===== config.mk =====
export PLATFORM = sky130hd
export DESIGN_NAME = datapath
export DESIGN_NICKNAME = d
export VERILOG_FILES = /design/src/rtl/datapath.sv
export SDC_FILE = /design/constraint.sdc
export NUM_CORES = 2
export LEC_CHECK = 0
export ABC_AREA = 0
export BUFFER_PORTS_ARGS = -buffer_cell sky130_fd_sc_hd__buf_4
export CELL_PAD_IN_SITES_DETAIL_PLACEMENT = 0
export CELL_PAD_IN_SITES_GLOBAL_PLACEMENT = 1
export CORE_ASPECT_RATIO = 1.5
export CORE_MARGIN = 1
export CORE_UTILIZATION = 40
export DETAILED_ROUTE_END_ITERATION = 8
export PLACE_DENSITY = 0.6
export SYNTH_ARGS = -nofsm -noshare
export SYNTH_HDL_FRONTEND = slang
export SYNTH_SLANG_ARGS = --single-unit

===== constraint.sdc =====
create_clock -name Clock -period 6.8 [get_ports Clock]
set_input_delay 1.36 -clock Clock [delete_from_list [all_inputs] [get_ports Clock]]
set_output_delay 1.36 -clock Clock [all_outputs]
set_load 0.005 [all_outputs]

===== src/rtl/datapath.sv =====
// datapath: data RAM, register file, A/B operand latches and 8-op ALU below the control unit.
module datapath #(
  parameter int DATA_W = 16,
  parameter int RF_AW  = 4,
  parameter int DM_AW  = 8
) (
  input  logic              Clock,
  input  logic              Resetn,
  input  logic [DM_AW-1:0]  D_addr,
  input  logic              D_wr,
  input  logic              RF_s,
  input  logic [RF_AW-1:0]  RF_W_addr,
  input  logic              RF_W_wr,
  input  logic [RF_AW-1:0]  RF_Ra_addr,
  input  logic              RF_Ra_rd,
  input  logic [RF_AW-1:0]  RF_Rb_addr,
  input  logic              RF_Rb_rd,
  input  logic [2:0]        Alu_s0,
  output logic [DATA_W-1:0] ALU_A,
  output logic [DATA_W-1:0] ALU_B,
  output logic [DATA_W-1:0] ALU_Out,
  output logic [DATA_W-1:0] D_q,
  output logic [DATA_W-1:0] RF_W_data,
  output logic              Zero
);
  logic [DATA_W-1:0] mem [2**DM_AW];
  logic [DATA_W-1:0] rf  [2**RF_AW];
  assign RF_W_data = RF_s ? D_q : ALU_Out;
  assign Zero      = ALU_Out == '0;
  always_comb begin
    ALU_Out = '0;
    case (Alu_s0)
      3'd1: ALU_Out = ALU_A + ALU_B;
      3'd2: ALU_Out = ALU_A - ALU_B;
      3'd3: ALU_Out = ALU_A;
      3'd4: ALU_Out = ALU_A ^ ALU_B;
      3'd5: ALU_Out = ALU_A | ALU_B;
      3'd6: ALU_Out = ALU_A & ALU_B;
      3'd7: ALU_Out = ALU_A + DATA_W'(1);
      default: ALU_Out = '0;
    endcase
  end
  // RAM contents survive reset; only the read register clears, and reset blocks the write
  always_ff @(posedge Clock or negedge Resetn)
    if (!Resetn) D_q <= '0;
    else begin
      D_q <= mem[D_addr];
      if (D_wr) mem[D_addr] <= ALU_A;
    end
  always_ff @(posedge Clock or negedge Resetn)
    if (!Resetn) begin
      for (int i = 0; i < 2**RF_AW; i++) rf[i] <= '0;
      ALU_A <= '0;
      ALU_B <= '0;
    end else begin
      if (RF_W_wr) rf[RF_W_addr] <= RF_W_data;
      if (RF_Ra_rd) ALU_A <= (RF_W_wr && RF_W_addr == RF_Ra_addr) ? RF_W_data : rf[RF_Ra_addr];
      if (RF_Rb_rd) ALU_B <= (RF_W_wr && RF_W_addr == RF_Rb_addr) ? RF_W_data : rf[RF_Rb_addr];
    end
endmodule

==> flow_metrics.tcl <==
set metrics [dict create \
    status "finished with violations" \
    violations "capacitance limit" \
    start_util 0.402 \
    via_count 87900 \
    wl_um 546000 \
    num_rows 296 \
    final_nets 8848 \
    rsz0062_at_grt "false" \
    r2r_cells 17 \
    p_per_area_nw_per_um2 316 \
    synth_fa_ha_area_frac 0.00371 \
    finalClockSkew_ns 0.0598 \
    ir_worst_vdd_mv 0.214 \
    grt_pass1_wl_um 753000 \
    setup_viol 0 \
    synthesis.area_sq_um 174000 \
    tns_ns 0 \
    max_stage_delay_ns 0.45 \
    use_met1 0.300 \
    tightest_slew_ns 1.48 \
    die_w_um 540 \
    grt-ovfl-total 0 \
    path_common_cell "nor3_1" \
    grt_max_degree 178 \
    hpwlAfterDp_um 354000 \
    clock-root-buffer "clkbuf_16" \
    clk_latency_ns 1.00 \
    tritoncts "yes" \
    period_share 0.961 \
    cts_hold_buf 0 \
    track_usage 0.249 \
    area_growth_pct 14.2 \
    synthFlopType "edfxtp_1" \
    async_flop_share 0.0691 \
    clkTransAtPathRegs_ns 0.07 \
    gr-max-usage-layer "met2" \
    timing.rr.end "rf[79]" \
    cp-start-kind "flop" \
    required_ns 5.44 \
    hold_class "in -> async" \
    yosys.area.top_type "edfxtp_1" \
    ys_seq_elements 4400 \
    syn_area_per_cell_sq_um 21.3 \
    layout.area.seq_sq_um 131000 \
    yosys.area_share.simple 0.0218 \
    routed_via_density 5.94 \
    multi_input_area_sq_um 41300 \
    fmax_ghz 0.153 \
    r2r_setup_slack_ns 2.30 \
    detail_route.wl_per_cell_um 36.9 \
    synth_top_family_by_area "multiplexers" \
    n_fill_cell 36000 \
    ys_warn_count 0 \
    seq_area_frac_synth 0.751 \
    worstReg2RegStart "ALU_B[4]" \
    max_slew_margin 0.0103 \
    place_congestion 0.965 \
    use_met3 0.0411 \
    dp.cells 14000 \
    io_pins 111 \
    path_cells "nor3_2, nand3_1, nand2_1, xnor2_1, nor2_1, ha_1, a2111oi_0, o21ai_1, a21boi_1, nor4_1, nor3_1, inv_1, or4_1, nor3_1, buf_4" \
    final_cells 14800 \
    synth_top_area_frac 0.707 \
    cts_made_buffers 410 \
    dr.first_iter.drc_count 9946 \
    finalMaxSlewViolations 0 \
    grt_pass1_vias 90100 \
    synth.distinct_cells 68 \
    io_buffer_count 110 \
    antenna_found_initial 36 \
    timing.final.ws_setup_ns 0.262 \
    drive_above_1_share 0.317 \
    fin_crit_ns 6.54 \
    dieArea_sq_um 437000 \
    ant_nets 0 \
    clkSinkCount 4400 \
    synth_nets 8227 \
    drv_cap 1 \
    core_sq_um 433000 \
    cp_max_fo 5 \
    synth-edff-count 4096 \
    synth_compound_area_frac 0.0241 \
    synth.area.mux_share 0.183 \
    drc 0 \
    dr.pass1.iters 9 \
    clk_path_buf_depth 4 \
    critPathCaptureType "primary output" \
    synth.area.top_cells "edfxtp_1 71%, mux4_2 17%, dfrtp_1 4.4%" \
    die_h_um 809 \
    hold_viol_final 0 \
    use_met2 0.430 \
    syn_inst 8146 \
    critPathSlowestCell "dfrtp_1" \
    htreeDepth 5 \
    leakage_uw 0.0640 \
    preCtsSetupSlack_ns 0.188 \
    critical_path_class "reg -> out" \
    cp.arrival_ns 5.18 \
    synthXorXnorAreaFrac 0.00131 \
]
worst max-delay path, delay by kind of cell (launching register included):
family | cells | cell delay (ns)
xor+xnor | 1 | 0.13
flops | 1 | 0.45
fa+ha+maj | 1 | 0.35
buf+inv | 2 | 0.32
compound gates | 3 | 1.08
simple gates | 8 | 1.87
Yosys cell counts (all sizes together) (4+ instances only):
master / n
nor3: 23
nand2: 371
a31oi: 12
xor2: 10
a221oi: 42
nand4: 13
or4: 6
o32ai: 12
ha: 50
mux2i: 212
a22oi: 39
o211ai: 4
nand3: 39
nor3b: 4
buf: 248
nand3b: 4
or3: 17
a32oi: 4
inv: 59
mux4: 1306
a2111oi: 7
nand2b: 25
xnor2: 16
o221ai: 9
clkbuf: 250
and2: 4
a21oi: 68
nor2b: 17
nor4: 15
a32o: 4
o21ai: 296
a22o: 48
dfrtp: 304
o22ai: 86
nor2: 348
edfxtp: 4096
a211oi: 13
and3: 5
mux2: 25
or2: 5
flip-flops by register name, summed over array words and instances, names as in the netlist:
signal	cells
ALU_A	16
ALU_B	16
D_q	16
mem	4096
rf	256
stage by stage:
step	hold slack, ns	total power, uW	utilization	cell area [sq um]
4_1_cts	0.190	63200	0.458	198000
3_5_place_dp	0.488	40100	0.427	185000
2_1_floorplan	0.461	36500	-	174000
6_report	0.231	62800	0.458	198000
5_1_grt	0.227	64500	0.458	198000
3_3_place_gp	0.473	39800	0.427	185000
worst max path at each step:
stage,start,endpoint,slack [ns],cells past startpoint
global placement,Alu_s0[2],RF_W_data[10],0.02,15
floorplan,ALU_A[9],RF_W_data[15],0.01,10
detailed placement,Alu_s0[2],RF_W_data[10],0.19,15
CTS,ALU_B[1],RF_W_data[10],0.06,13
finish,ALU_B[4],Zero,0.26,15
global route,ALU_B[4],Zero,0.01,15
per-layer routing:
metal / up-vias / share of wire / wire length [um]
met2: 3491 / 0.51 / 279000
met1: 48100 / 0.36 / 198000
met4: 12 / 0.060 / 32800
li1: 35300 / - / -
met3: 960 / 0.066 / 35800
met5: - / 0.00013 / 72
power by group:
| group | switching [uW] | internal [uW] | total (uW) |
|---|---|---|---|
| clock network | 10200 | 13000 | 23300 |
| logic | 4740 | 2150 | 6890 |
| registers | 838 | 31800 | 32600 |
| total | 15800 | 47000 | 62800 |
layout by cell type, fill, tap and decap left out, types with 50 or more instances in the layout:
| cell type | instances |
|---|---|
| edfxtp_1 | 4096 |
| mux4_2 | 1306 |
| buf_4 | 666 |
| clkbuf_16 | 415 |
| nand2_1 | 348 |
| dfrtp_1 | 288 |
| o21ai_0 | 279 |
| mux2i_1 | 209 |
| nor2_1 | 175 |
| nor2_2 | 172 |
| o22ai_1 | 86 |
| clkinv_2 | 83 |
| clkbuf_1 | 76 |
| a21oi_1 | 68 |
| clkinv_1 | 68 |
| inv_1 | 59 |
| ha_1 | 50 |
logic make-up (layout without fill, tap and decap cells):
kind of cell	Yosys count	count (layout)
flops	4400	4400
buf+inv	557	1516
mux	1543	1543
compound gates	670	670
other cells	0	25
fa+ha+maj	51	51
xor+xnor	26	26
simple gates	899	899
area by class of cell:
class,instances,area share
Tap cell,5662,0.0357
Sequential cell,4400,0.658
Clock inverter,248,0.0130
Timing Repair Buffer,707,0.0293
Antenna cell,25,0.000315
Clock buffer,502,0.0544
Inverter,59,0.00112
Multi-Input combinational cell,3189,0.208
repair_timing:
item / 4_1_cts / 5_1_grt
endpoints found under the setup margin: 2 / 2
gates resized for setup: 1 / 2
buffers inserted: 0 / 0
Power figures use the tool's default switching activity.
